File: config.mk
export PLATFORM = sky130hd
export DESIGN_NAME = raptor64_normalize
export DESIGN_NICKNAME = d
export VERILOG_FILES = /design/src/rtl/raptor64_normalize.sv
export SDC_FILE = /design/constraint.sdc
export NUM_CORES = 1
export LEC_CHECK = 0
export ABC_AREA = 1
export CAP_MARGIN = 30
export CORE_AREA = 8 8 134 136
export CTS_CLUSTER_DIAMETER = 60
export DETAILED_ROUTE_END_ITERATION = 10
export DIE_AREA = 0 0 142 144
export PLACE_DENSITY = 0.76
export SLEW_MARGIN = 20
export SYNTH_ARGS = -nofsm -noshare
export SYNTH_HDL_FRONTEND = slang
export SYNTH_SLANG_ARGS = --single-unit
File: constraint.sdc
create_clock -name clk_i -period 10.1 [get_ports clk_i]
set_input_delay 1.515 -clock clk_i [delete_from_list [all_inputs] [get_ports clk_i]]
set_output_delay 1.515 -clock clk_i [all_outputs]
set_load 0.1 [all_outputs]
File: src/rtl/raptor64_normalize.sv
// ---------------------------------------------------------------------------
// raptor64_normalize
//
// Multi-cycle normalizer. It is the inverse of the shift unit. The shifter is
// given data and a shift amount. This block is given data and finds the shift
// amount.
//
// It left-shifts a 64-bit operand until the leading bit is significant. It then
// returns the normalized value and the number of bit positions shifted:
//   - unsigned mode: count leading zeros.
//   - signed mode:   count redundant sign bits.
//
// The block sits beside the ALU in EX. The pipeline stalls while busy_o is high.
//
// The search runs in two phases:
//   1. COARSE jumps STEP bits per cycle while the top field is uninformative.
//   2. FINE finishes one bit per cycle.
//
// Parameters
//   STEP      coarse shift per cycle. Legal values are 2, 4, 8 and 16.
//
// Ports
//   clk_i     clock
//   rst_i     asynchronous reset, active-high; aborts any operation in flight
//   ld_i      start request, sampled only while idle
//   signed_i  0 = count leading zeros, 1 = count redundant sign bits
//   a_i       operand, captured on the edge that accepts ld_i
//   busy_o    high in COARSE, FINE and DONE
//   done_o    single-cycle result strobe (the DONE cycle)
//   o         normalized value (registered, held until the next accepted load)
//   cnt_o     shift count applied (registered, held)
//   zero_o    operand was zero (registered, held)
//   state_o   current FSM state: 0 IDLE, 1 COARSE, 2 FINE, 3 DONE
//
// Handshake
//   A load is accepted on a rising edge where state is IDLE and ld_i is high.
//   busy_o is low in that cycle.
//   A load presented while busy_o is high is dropped, not queued.
//   Exactly one done_o pulse follows every accepted load, unless reset
//   intervenes.
// ---------------------------------------------------------------------------
module raptor64_normalize #(
    parameter int STEP = 8
) (
    input  logic        clk_i,
    input  logic        rst_i,
    input  logic        ld_i,
    input  logic        signed_i,
    input  logic [63:0] a_i,
    output logic        busy_o,
    output logic        done_o,
    output logic [63:0] o,
    output logic [6:0]  cnt_o,
    output logic        zero_o,
    output logic [1:0]  state_o
);

    typedef enum logic [1:0] {
        IDLE   = 2'd0,
        COARSE = 2'd1,
        FINE   = 2'd2,
        DONE   = 2'd3
    } state_t;

    localparam logic [6:0] STEP_CNT = 7'(STEP);

    state_t      state;
    logic [63:0] r;      // working operand
    logic        sgn;    // captured mode
    logic [6:0]  cnt;    // running shift count

    // Top-of-operand fields examined by the coarse test.
    // The signed test needs one extra bit: the sign bit itself must also
    // match the STEP bits that would be shifted out.
    logic [STEP-1:0] top_u;
    logic [STEP:0]   top_s;
    logic            coarse_hit;
    logic            fine_hit;

    assign top_u = r[63 -: STEP];
    assign top_s = r[63 -: STEP+1];

    always_comb begin
        coarse_hit = 1'b0;
        fine_hit   = 1'b0;
        if (sgn) begin
            coarse_hit = (&top_s) | ~(|top_s);
            fine_hit   = (r[63] == r[62]);
        end else begin
            coarse_hit = ~(|top_u);
            fine_hit   = ~r[63];
        end
    end

    assign state_o = state;

    // A non-zero operand always has a significant bit. Both loops therefore
    // terminate, and cnt stays at or below 63.
    // The zero operand bypasses the search and reports the full width.
    always_ff @(posedge clk_i or posedge rst_i) begin
        if (rst_i) begin
            state  <= IDLE;
            r      <= '0;
            sgn    <= 1'b0;
            cnt    <= '0;
            busy_o <= 1'b0;
            done_o <= 1'b0;
            o      <= '0;
            cnt_o  <= '0;
            zero_o <= 1'b0;
        end else begin
            case (state)
                IDLE: begin
                    if (ld_i) begin
                        r      <= a_i;
                        sgn    <= signed_i;
                        cnt    <= '0;
                        busy_o <= 1'b1;
                        if (a_i == 64'd0) begin
                            o      <= '0;
                            zero_o <= 1'b1;
                            cnt_o  <= signed_i ? 7'd63 : 7'd64;
                            done_o <= 1'b1;
                            state  <= DONE;
                        end else begin
                            zero_o <= 1'b0;
                            state  <= COARSE;
                        end
                    end
                end

                COARSE: begin
                    if (coarse_hit) begin
                        r   <= r << STEP;
                        cnt <= cnt + STEP_CNT;
                    end else begin
                        // Hand over without shifting; FINE re-examines the same r.
                        state <= FINE;
                    end
                end

                FINE: begin
                    if (fine_hit) begin
                        r   <= r << 1;
                        cnt <= cnt + 7'd1;
                    end else begin
                        // Publish the result together with the strobe.
                        o      <= r;
                        cnt_o  <= cnt;
                        done_o <= 1'b1;
                        state  <= DONE;
                    end
                end

                DONE: begin
                    done_o <= 1'b0;
                    busy_o <= 1'b0;
                    state  <= IDLE;
                end

                default: begin
                    state <= IDLE;
                end
            endcase
        end
    end

endmodule
==> flow_metrics.tcl <==
set metrics [dict create \
    outcome "finished, final reports clean" \
    io_pins 144 \
    crit_chain "clkdlybuf4s50_1" \
    grt_pass1_wl_um 36100 \
    io_buffers 143 \
    crit_path_start_kind "flip-flop" \
    maxCapViolCount 0 \
    antenna_found_initial 0 \
    clk_pin_slew_ps 60 \
    synth.avg_cell_area_um2 7.21 \
    final_cell_mix "410 x nand2_1, 148 x dfrtp_1, 143 x clkdlybuf4s50_1" \
    ctsRootBufferMaster "clkbuf_16" \
    clock_skew_ps 8.29 \
    core-area_mm2 0.0161 \
    first_global_vias 7138 \
    diodes 0 \
    chipHeight_um 144 \
    setup_slack_ps 6470 \
    clock_path_buffers 2 \
    cp-end-kind "primary output" \
    hp-class "reg -> reg" \
    syn_nets 1147 \
    drive_above_1_share_pct 4.29 \
    cts_buffers 17 \
    period_needed_ps 3630 \
    firstDrtPassIters 5 \
    synthCells 1072 \
    post-route-util_pct 61.9 \
    rsz0062_at_grt "no" \
    drt_iter0_markers 827 \
    maxSlewHeadroom_pct 29.8 \
    cts-resized-gates 0 \
    yosys_register_bits 148 \
    layout_commonest_cell "nand2_1" \
    wl_per_cell_um 15.7 \
    slowest_stage "clkdlybuf4s50_1" \
    yosysTopAreaCellShare_pct 47.9 \
    grt_remaining_overflow 0 \
    cp_max_fo 5 \
    clock.fmax_mhz 276 \
    r2r_cells 8 \
    start_util_pct 48.2 \
    grt_max_degree 78 \
    nFillCells 1469 \
    vias 7385 \
    nNetsFinal 1254 \
    timing.setup.tns_ps 0 \
    period_share_pct 35.9 \
    clkSinkCount 148 \
    dp_slack_ps 6260 \
    routed_via_density 5.24 \
    required_ps 8590 \
    slowest_delay_ps 1230 \
    drtAntennaViolNets 0 \
    gp_congestion 0.832 \
    placementRows 47 \
    cp_top_family "buffers and inverters" \
    synthTopCellsByArea "dfrtp_1 48%, nand2_1 20%, nand3_1 8.9%" \
    cts_setup_buffers 0 \
    crit_arrival_ps 2110 \
    crit_type "reg -> out" \
    netlist-cell-type-count 22 \
    cts_tree "yes" \
    grt.total_usage_pct 22.3 \
    tightest_slew_ps 1050 \
    yosysWarnings 0 \
    htreeDepth 4 \
    netlist_area_mm2 0.00773 \
    worst-path-buf-inv 1 \
    route.detailed.drc 0 \
    cp.depth 1 \
    area_delta_synth_final_pct 28.5 \
    hold_depth 2 \
    ys_seq_area_share_pct 47.9 \
    clk_latency_ps 430 \
    drv_slew 0 \
    dp_hpwl_um 15000 \
    yosys.area.top_type "dfrtp_1" \
    final_hold_viol_count 0 \
    finalSetupViolCount 0 \
    drt_wl_total_um 22200 \
    ctsHoldBuffers 0 \
    die-area_mm2 0.0204 \
    die_w_um 142 \
]
-- path summary, 6_finish.rpt --
kind	endpoint	start	slack, ps
max in group asynchronous	r[1]	rst_i	7430
min reg2reg	o[56]	o[56]	470
max reg2reg	cnt[5]	state_o[0]	6590
min	o[56]	o[56]	470
min in group asynchronous	o[36]	rst_i	1560
max	state_o[1]	state_o[1]	6470
-- metal layers --
layer	vias up	track usage, %	routed length [um]
met5	-	0	0
met4	0	6.78	402
met3	35	6.17	1690
met2	295	35.0	10100
met1	3431	29.4	9980
li1	3624	-	-
-- cell families after synthesis --
kind of cell    count (synthesis)  synth area share [%]
compound gates                153                  9.95
fa+ha+maj                       7                  1.13
buf+inv                       154                  8.85
flops                         148                  47.9
simple gates                  610                  32.2
-- per-stage QoR --
| stage | hold WS [ps] | instance area (um2) | std cells |
|---|---|---|---|
| after floorplan | 474 | 7730 | 1072 |
| after global placement | 454 | 9170 | 1376 |
| after CTS | 471 | 9910 | 1409 |
| final | 468 | 9940 | 1410 |
| after global routing | 486 | 9940 | 1410 |
| after detailed placement | 457 | 9250 | 1379 |
-- state kept, by name, summed over array words and instances (netlist names) --
name	flops
cnt_o	7
cnt	7
sgn	1
done_o	1
busy_o	1
o	64
r	64
zero_o	1
state_o	2
-- worst register-to-register path, cell delays in order, from the launching register on --
cell     delay, ps
dfrtp_1        430
inv_1          180
ha_4           760
inv_1          290
o21ai_1        200
nor2_1          90
nand2_4        490
buf_4          680
o21ai_0        240
-- layout make-up --
class,count,area (um2),share of cell area (%)
flip-flops and latches,148,3700,37.3
clock inverters,8,171,1.73
multi-input cells,770,3380,34.0
well taps,220,275,2.77
repair buffers,153,1590,16.0
clock buffers,22,484,4.87
inverters,89,339,3.41
-- cells in the mapped netlist, drive strengths merged --
cell and n:
or2 1, nand3 138, inv 89, a21oi 1
clkbuf 18, nand3b 1, ha 7, o22ai 1
nor2 56, o21ai 150, o211ai 1, nand2 414
buf 47, dfrtp 148
Power is left out: the tool's default activity adds up to more than one toggle a clock period on the data nets, which glitch-free logic cannot reach.
